===== src/rtl/debounce_multi.sv =====
// ---------------------------------------------------------------------------
// debounce_multi
//
// Multi-channel switch/pushbutton debouncer. Every channel is independent
// and has its own two-flop synchroniser, a programmable stability counter,
// a registered debounced level and one-cycle rise/fall strobes. A channel's
// level only follows its input after the synchronised input has disagreed
// with the current level for STABLE_CYCLES consecutive clocks. Any earlier
// return to the current level discards the partial count.
//
// Parameters:
//   N             number of channels (>= 1)
//   STABLE_CYCLES consecutive disagreeing cycles needed to change level (>= 1)
//   CNT_W         stability counter width, 2**CNT_W must exceed STABLE_CYCLES
//   INIT_LEVEL    reset value of the synchronisers and debounced level (0/1)
//
// Ports:
//   clk    in   1  system clock, rising edge
//   rst    in   1  synchronous active-high reset, overrides all other logic
//   b      in   N  raw bouncy inputs, asynchronous to clk
//   s      out  N  debounced, synchronised levels
//   rise   out  N  one-cycle strobe when s[i] goes 0->1
//   fall   out  N  one-cycle strobe when s[i] goes 1->0
//   tog    out  N  push-on/push-off state, inverts on each rise strobe
//                  (present only when DEBOUNCE_MULTI_TOGGLE_EN is defined)
//
// Optional feature macro: DEBOUNCE_MULTI_TOGGLE_EN
// ---------------------------------------------------------------------------
module debounce_multi #(
    parameter int N             = 4,
    parameter int STABLE_CYCLES = 4,
    parameter int CNT_W         = 3,
    parameter int INIT_LEVEL    = 0
) (
    input  logic         clk,
    input  logic         rst,
    input  logic [N-1:0] b,
    output logic [N-1:0] s,
    output logic [N-1:0] rise,
    output logic [N-1:0] fall
`ifdef DEBOUNCE_MULTI_TOGGLE_EN
    ,
    output logic [N-1:0] tog
`endif
);

    // Reject parameter sets that would make the counter wrap or the block
    // meaningless, rather than silently building something broken.
    generate
        if ((2 ** CNT_W) <= STABLE_CYCLES) begin : g_bad_cnt_w
            $error("debounce_multi: 2**CNT_W must exceed STABLE_CYCLES");
        end
        if (N < 1) begin : g_bad_n
            $error("debounce_multi: N must be at least 1");
        end
        if (STABLE_CYCLES < 1) begin : g_bad_stable
            $error("debounce_multi: STABLE_CYCLES must be at least 1");
        end
    endgenerate

    localparam logic [CNT_W-1:0] CNT_LAST = CNT_W'(STABLE_CYCLES - 1);
    localparam logic             INIT_BIT = (INIT_LEVEL != 0);

    logic [N-1:0]     sync0;
    logic [N-1:0]     sync1;
    logic [CNT_W-1:0] cnt       [N];
    logic [CNT_W-1:0] cnt_next  [N];
    logic [N-1:0]     s_next;
    logic [N-1:0]     rise_next;
    logic [N-1:0]     fall_next;

    // Stability filter. A channel whose synchronised input agrees with its
    // debounced level is idle and keeps its counter cleared, so any bounce
    // back to the old level restarts the qualification from zero. The level
    // flips on the cycle the counter would reach STABLE_CYCLES, which keeps
    // the counter inside 0..STABLE_CYCLES-1 and lets the strobes be derived
    // directly from the new level.
    always_comb begin
        s_next    = s;
        rise_next = '0;
        fall_next = '0;
        for (int i = 0; i < N; i++) begin
            cnt_next[i] = '0;
        end
        for (int i = 0; i < N; i++) begin
            if (sync1[i] == s[i]) begin
                cnt_next[i] = '0;
            end else if (cnt[i] == CNT_LAST) begin
                s_next[i]    = sync1[i];
                rise_next[i] = sync1[i];
                fall_next[i] = ~sync1[i];
                cnt_next[i]  = '0;
            end else begin
                cnt_next[i] = cnt[i] + CNT_W'(1);
            end
        end
    end

    // Synchroniser, counters, debounced levels and strobes. Reset puts the
    // synchroniser at the same level as s so that a channel leaving reset
    // never sees a spurious disagreement from stale flops.
    always_ff @(posedge clk) begin
        if (rst) begin
            sync0 <= {N{INIT_BIT}};
            sync1 <= {N{INIT_BIT}};
            s     <= {N{INIT_BIT}};
            rise  <= '0;
            fall  <= '0;
            for (int i = 0; i < N; i++) begin
                cnt[i] <= '0;
            end
        end else begin
            sync0 <= b;
            sync1 <= sync0;
            s     <= s_next;
            rise  <= rise_next;
            fall  <= fall_next;
            for (int i = 0; i < N; i++) begin
                cnt[i] <= cnt_next[i];
            end
        end
    end

`ifdef DEBOUNCE_MULTI_TOGGLE_EN
    // Push-on/push-off state. Using the next-cycle rise value makes tog
    // change on the same edge that raises the rise strobe.
    always_ff @(posedge clk) begin
        if (rst) begin
            tog <= '0;
        end else begin
            tog <= tog ^ rise_next;
        end
    end
`endif

endmodule


===== config.mk =====
export PLATFORM = sky130hd
export DESIGN_NAME = debounce_multi
export DESIGN_NICKNAME = d
export VERILOG_FILES = /design/src/rtl/debounce_multi.sv
export SDC_FILE = /design/constraint.sdc
export NUM_CORES = 1
export LEC_CHECK = 0
export CAP_MARGIN = 0
export CORE_MARGIN = 4
export CORE_UTILIZATION = 40
export CTS_CLUSTER_SIZE = 28
export DETAILED_ROUTE_END_ITERATION = 8
export PLACE_DENSITY = 0.72
export SLEW_MARGIN = 40
export SYNTH_ARGS = -nofsm -noshare
export SYNTH_HDL_FRONTEND = slang
export SYNTH_SLANG_ARGS = --single-unit
export TNS_END_PERCENT = 10

===== constraint.sdc =====
create_clock -name clk -period 1.4 [get_ports clk]
set_input_delay 0.28 -clock clk [delete_from_list [all_inputs] [get_ports clk]]
set_output_delay 0.28 -clock clk [all_outputs]
set_load 0.01 [all_outputs]

After elaboration in Yosys (flattened, before gate mapping) --
Memories as Yosys holds them, arrays and structs flattened. Index checks and enable logic that the tools add are counted.
Word-level totals: flip-flop bits (word level) 20, memory bits (writable) 12, input port bits 6, output and inout port bits 12, logic and storage cells 66, memories 1
Cells by class: $add $sub $neg 4, equal/unequal tests 8, multiplexer cells 15, bitwise logic cells 16, reduce and logical (&&, ||, !) cells 8
Memory list:
- cnt | depth 4, width 3, rd ports 4, clocked after Yosys merged registers in 0, write ports 4, RTL line 66 | logic [CNT_W-1:0] cnt [N];
Operators by type and width (number):
- 2-to-1 mux 3 bit | 12
- adder 3 x 1 -> 3 bit (second input constant) | 4
- == test 3 x 2 -> 1 bit (second input constant) | 4
- NOT 1 bit | 12
- OR reduction 3 bit | 4
- AND reduction 2 bit | 4
- == test 1 bit | 4
- OR 1 bit | 4
- 2-to-1 mux 1 bit | 3

Logic depth before layout (Yosys ltp) --
Gate-level depths: netlist of the first run.
depth in word-level cells 4, depth in mapped cells 4

Worst setup path after synthesis of the first run --
No wires, ideal clock.
path kind flip-flop to flip-flop, start point memory cnt[0][0], end point register fall[0], setup time 0.117 ns, data arrival time 0.938 ns, required time 1.283 ns, setup slack 0.345 ns, cell stages (with the launch flop) 4, path buffers 0, period minus slack after synthesis 1.055 ns, cells stage by stage dfxtp_1 > ha_1 > ha_1 > and4bb_2
RTL lines:
- start: declaration | RTL line 66
- end signal: assignment | RTL line 117 | fall <= fall_next;
- end: declaration | RTL line 40 | output logic [N-1:0] fall

Worst setup path after layout of the first run --
start point register s[3], end point output s[3]
RTL lines:
- start: declaration | RTL line 38 | output logic [N-1:0] s,
- start signal: assignment | RTL line 106 | s <= {N{INIT_BIT}};
- start signal: assignment | RTL line 115 | s <= s_next;
No word-level cell between the ends.

==> run metrics, run 1 <==
Hold/Removal Path Class=register to register; worst slack, placed=0.0261 ns; layout cells sized above 1=0.209; drt total wl=1.61 mm; worst slew pin tran=0.311 ns; hold_ws=0.439 ns; crit path buf inv count=1; Final Cycle Share=0.888; Fin Clk Skew=0.00407 ns; leading cell types in the layout, fill and taps excluded=dfxtp_1, dlygate4sd2_1; Syn Std Cell Area=1130 um^2; startpoint types=register; Cell Pwr Density=1100 nW/um^2; first-pass GRT wire length=2.76 mm; die area=3730 um^2; post-synthesis sequential area ratio=0.568; Worst Setup SP=s[3]; hold buffer count at CTS=0; post-synth top area cell=dfxtp_1; cell count after synthesis=87; leading cell type in the layout, fill and taps excluded=dfxtp_1; Remaining DRCs=0; Clock transition at path regs=0.09 ns; RSZ-0062 raised after global routing=false; Final TNS setup=0 ns; largest net degree at the start of global routing=33; Cell variety after synth=13; Crit-path slowest cell=dfxtp_2; via count=710; Syn. warnings=0; final hold vios=0; Final Setup Violations=0; Worst Path Required=1.12 ns; syn_nets=101; post-synthesis simple-gate area fraction=0.244; RR Startpoint=cnt[2][0]; post-route ant nets=0; post-synthesis compound-gate area fraction=0; worst r2r dst=s[2]; WP depth=1; diode count=0; worst vdd ir=0.628 mV; Total GRT Usage=0.103; Die Wd=61.1 um; CTS root buf=clkbuf_4; Slew headroom=0.791; r2r setup slk=0.23 ns; Clock Path Buffers=2; CP cell instances=dlygate4sd2_1; Post-Synth Adder-Cell Area=0.0888; max cap viols=0; CP Data Arrival Time=0.96 ns; Post-CTS Setup Bufs=0; post-synthesis xor/xnor area fraction=0.0311; Mapped Avg Cell Area=13.0 um^2; Critical Path End=s[3]; total core area=2590 um^2; gr ovfl total=0; worst setup path category=register to output pin; dominant cells by area after synthesis=dfxtp_1, and4bb_2, ha_1; PortBufs=17; routability congestion estimate=0.657; Rows=18; clock latency at the later pin of the worst-skew pair=0.32 ns; max-slew violation count=0; # H-tree levels=2; multiplexer share of the synthesized area=0.0355; TritonCTS Buffers=5; WL/cell=11.5 um; Pre-antenna DRT Iters=1; final worst slack=0.157 ns; Vias/cell=5.07; leak pwr=0.000565 uW; flops & latches, synth=32; initial core utilization=0.435; HPWL Detailed=1.11 mm; die boundary height=61.1 um; worst reg-to-reg path cell count=4; status=finished, final reports clean; Final #Nets=123; Max Clk Rate=0.804 GHz; Tmin final=1.24 ns; Sink Count=32; crit path max fanout=5; number of global-route vias before repair=691; critical path endpoint category=output pin; area fraction of the dominant cell type after synthesis=0.568; initial antenna violation count=0; largest family of logic cells by synthesized area=simple AND/OR/NAND/NOR gates; number of DRC markers in iteration 0=0; Top delay family on crit path=flip-flops; Layout area overhead=22.6%; CP peak stage delay=0.37 ns; Ports=18; CTS tree=built
state kept, by name, summed over array words and instances (netlist names):
name and count:
s 4, cnt 12, fall 4, sync1 4
rise 4, sync0 4
metal layers:
layer | up-vias | routed length (um) | track usage
met5 | - | 0 | 0
met4 | 0 | 38 | 0.0743
met3 | 5 | 88 | 0.0461
met2 | 14 | 784 | 0.159
met1 | 337 | 702 | 0.112
li1 | 354 | - | -
synthesized netlist by cell type (all sizes together):
cell	number
dfxtp	32
and4bb	8
ha	8
nor2b	8
nor4	8
inv	4
mux2i	4
nor2	4
nor4b	4
xnor2	4
buf	2
clkbuf	1
logic make-up (layout without fill, tap and decap cells):
kind of cell             Yosys count  in the layout
adder cells (fa/ha/maj)            8              8
multiplexers                       4              4
flip-flops                        32             32
buffers and inverters              7             30
XOR/XNOR                           4              4
AND/OR/NAND/NOR                   32             32
layout make-up:
cell class	count	area (um^2)
clock buffer	8	58.8
fill	247	1210
inverter	4	15.0
multi-input combinational	48	450
sequential	32	646
tap	30	37.5
timing repair buffer	18	175
worst min-delay path by stage:
stage / from / end / slack [ns] / cells after the start
finish: cnt[3][0] / cnt[3][0] / 0.44 / 1
global route: cnt[0][0] / cnt[0][0] / 0.47 / 1
CTS: cnt[1][0] / cnt[1][0] / 0.44 / 1
detailed placement: cnt[3][0] / cnt[3][0] / 0.43 / 1
global placement: cnt[0][0] / cnt[0][0] / 0.42 / 1
floorplan: cnt[0][0] / cnt[0][0] / 0.41 / 1
what timing repair did:
action	CTS	global route
hold endpoints to repair	0	0
setup endpoints to repair	12	0
resized for setup	16	0
report_power, final:
| part | switching, uW | leakage, uW | internal, uW |
|---|---|---|---|
| clock network | 285 | 0.0000326 | 248 |
| logic | 22.9 | 0.000271 | 32.8 |
| registers | 7.75 | 0.000262 | 924 |
| total | 315 | 0.000565 | 1200 |
per-stage QoR:
stage               total power, uW  cells  utilization  instance area [um^2]
floorplan                       985     87            -                  1130
finish                         1520    140        0.534                  1380
global placement               1010    132        0.515                  1330
global route                   1590    140        0.534                  1380
CTS                            1540    140        0.534                  1380
detailed placement             1010    132        0.515                  1330
Note: power is estimated with default switching activity, not from simulation.
==> inputs of run 2 (changes only) <==
PLACE_DENSITY = 0.65   (was 0.72)
==> run metrics, run 2 (synthesis results as in run 1) <==
status=finished, final reports clean; leak pwr=0.000564 uW (about the same); Final Cycle Share=0.904 (+0.0155); Final #Nets=123 (unchanged); max cap viols=0 (unchanged); Remaining DRCs=0 (unchanged); Hold/Removal Path Class=register to register; Layout area overhead=22.5% (about the same); leading cell type in the layout, fill and taps excluded=dfxtp_1; Fin Clk Skew=0.000605 ns (-0.00346 ns); CTS root buf=clkbuf_4; startpoint types=register; Final TNS setup=0 ns (unchanged); WL/cell=11.0 um (-4.6%); CP peak stage delay=0.39 ns (+0.02 ns); TritonCTS Buffers=5 (unchanged); worst setup path category=register to output pin; Post-CTS Setup Bufs=0 (unchanged); Clock Power Share=0.347 (-0.003); drt total wl=1.54 mm (-4.6%); Top delay family on crit path=flip-flops; Final Setup Violations=0 (unchanged); number of DRC markers in iteration 0=9 (+9); initial antenna violation count=0 (unchanged); Die Wd=61.1 um (unchanged); clock latency at the later pin of the worst-skew pair=0.30 ns (-0.02 ns); PortBufs=17 (unchanged); diode count=0 (unchanged); via count=679 (-4.4%); final hold vios=0 (unchanged); leading cell types in the layout, fill and taps excluded=dfxtp_1, dlygate4sd2_1; Worst Path Required=1.12 ns (about the same); routability congestion estimate=0.615 (-6.5%); Rows=18 (unchanged); Clock Path Buffers=2 (unchanged); first-pass GRT wire length=2.49 mm (-9.8%); register name with the most flops=cnt; post-route ant nets=0 (unchanged); Net Sw Frac=0.203 (-0.00474); Slew headroom=0.791 (about the same); crit path buf inv count=1 (unchanged); Cell Pwr Density=1090 nW/um^2 (-0.50%); Max Clk Rate=0.791 GHz (-1.7%); Total GRT Usage=0.0934 (-0.00965); Vias/cell=4.85 (-4.4%); Tmin final=1.26 ns (+0.0217 ns); RSZ-0062 raised after global routing=false; total core area=2590 um^2 (unchanged); # H-tree levels=2 (unchanged); CTS tree=built; sequential share of power=0.616 (+0.003); max FFs per register=12 (unchanged); Pre-antenna DRT Iters=2 (+1); die boundary height=61.1 um (unchanged); Gate power share=0.037 (about the same); worst vdd ir=0.716 mV (+14%); initial core utilization=0.435 (unchanged); number of global-route vias before repair=622 (-10%); Ports=18 (unchanged); crit path max fanout=5 (unchanged); CP Data Arrival Time=0.98 ns (+0.02 ns); largest net degree at the start of global routing=33 (unchanged); worst slew pin tran=0.311 ns (-0.000160 ns); post-layout util=0.533 (about the same); HPWL Detailed=1.06 mm (-4.2%); P_sw=306 uW (-2.9%); CP cell instances=dlygate4sd2_1; Crit-path slowest cell=dfxtp_1; Clock transition at path regs=0.09 ns (about the same); critical path endpoint category=output pin; Sink Count=32 (unchanged); max-slew violation count=0 (unchanged); gr ovfl total=0 (unchanged); die area=3730 um^2 (unchanged); Filler cells=253 (+2.4%); layout cells sized above 1=0.200 (-0.00909); P_int=1200 uW (unchanged)
==> run 2: cell type report <==
cell class | count | area [um^2] | share of cell area
sequential | 32 | 644 | 0.466
multi-input combinational | 48 | 450 | 0.326
tap | 30 | 37.5 | 0.0272
inverter | 4 | 15.0 | 0.0109
clock buffer | 8 | 58.8 | 0.0426
timing repair buffer | 18 | 175 | 0.127
==> run 2: worst paths after layout <==
path	start	end	slack [ns]	depth (start not counted)
setup / recovery	s[2]	s[2]	0.14	1
setup reg to reg	cnt[2][0]	cnt[2][2]	0.25	3
hold / removal	cnt[2][0]	cnt[2][0]	0.43	1
hold reg to reg	cnt[2][0]	cnt[2][0]	0.43	1
==> run 2: stage by stage <==
step / total power [uW] / setup slack [ns] / std cells / instance area [um^2] / hold WS [ns]
floorplan: 985 / 0.345 / 87 / 1130 / 0.408
CTS: 1540 / 0.110 / 140 / 1380 / 0.437
global route: 1590 / 0.0699 / 140 / 1380 / 0.452
detailed placement: 1010 / 0.0380 / 132 / 1330 / 0.423
finish: 1510 / 0.135 / 140 / 1380 / 0.432
global placement: 1010 / 0.0496 / 132 / 1330 / 0.415
==> run 2: worst register-to-register path: stages (launching register included) <==
cell and delay (ns):
dfxtp_1 0.32, ha_1 0.19, ha_1 0.26, nor4_1 0.29
==> run 2: what timing repair did <==
| item | 4_1_cts | 5_1_grt |
|---|---|---|
| resized for setup | 15 | 0 |
| hold buffers | 0 | 0 |
| setup endpoints to repair | 12 | 0 |
==> run 2: per-layer routing <==
layer | vias up | global-route usage | wire, um
li1 | 353 | - | -
met1 | 311 | 0.108 | 734
met2 | 13 | 0.140 | 711
met3 | 2 | 0.0440 | 78
met4 | 0 | 0.0557 | 16
met5 | - | 0 | 0
==> run 2: power groups by stage <==
stage | Combinational (uW) | Clock, uW | Sequential, uW
3_3_place_gp | 55.5 | 0 | 952
5_1_grt | 60.6 | 591 | 934
2_1_floorplan | 34.6 | 0 | 951
4_1_cts | 56.6 | 548 | 931
6_report | 55.6 | 524 | 931
3_5_place_dp | 56.4 | 0 | 953
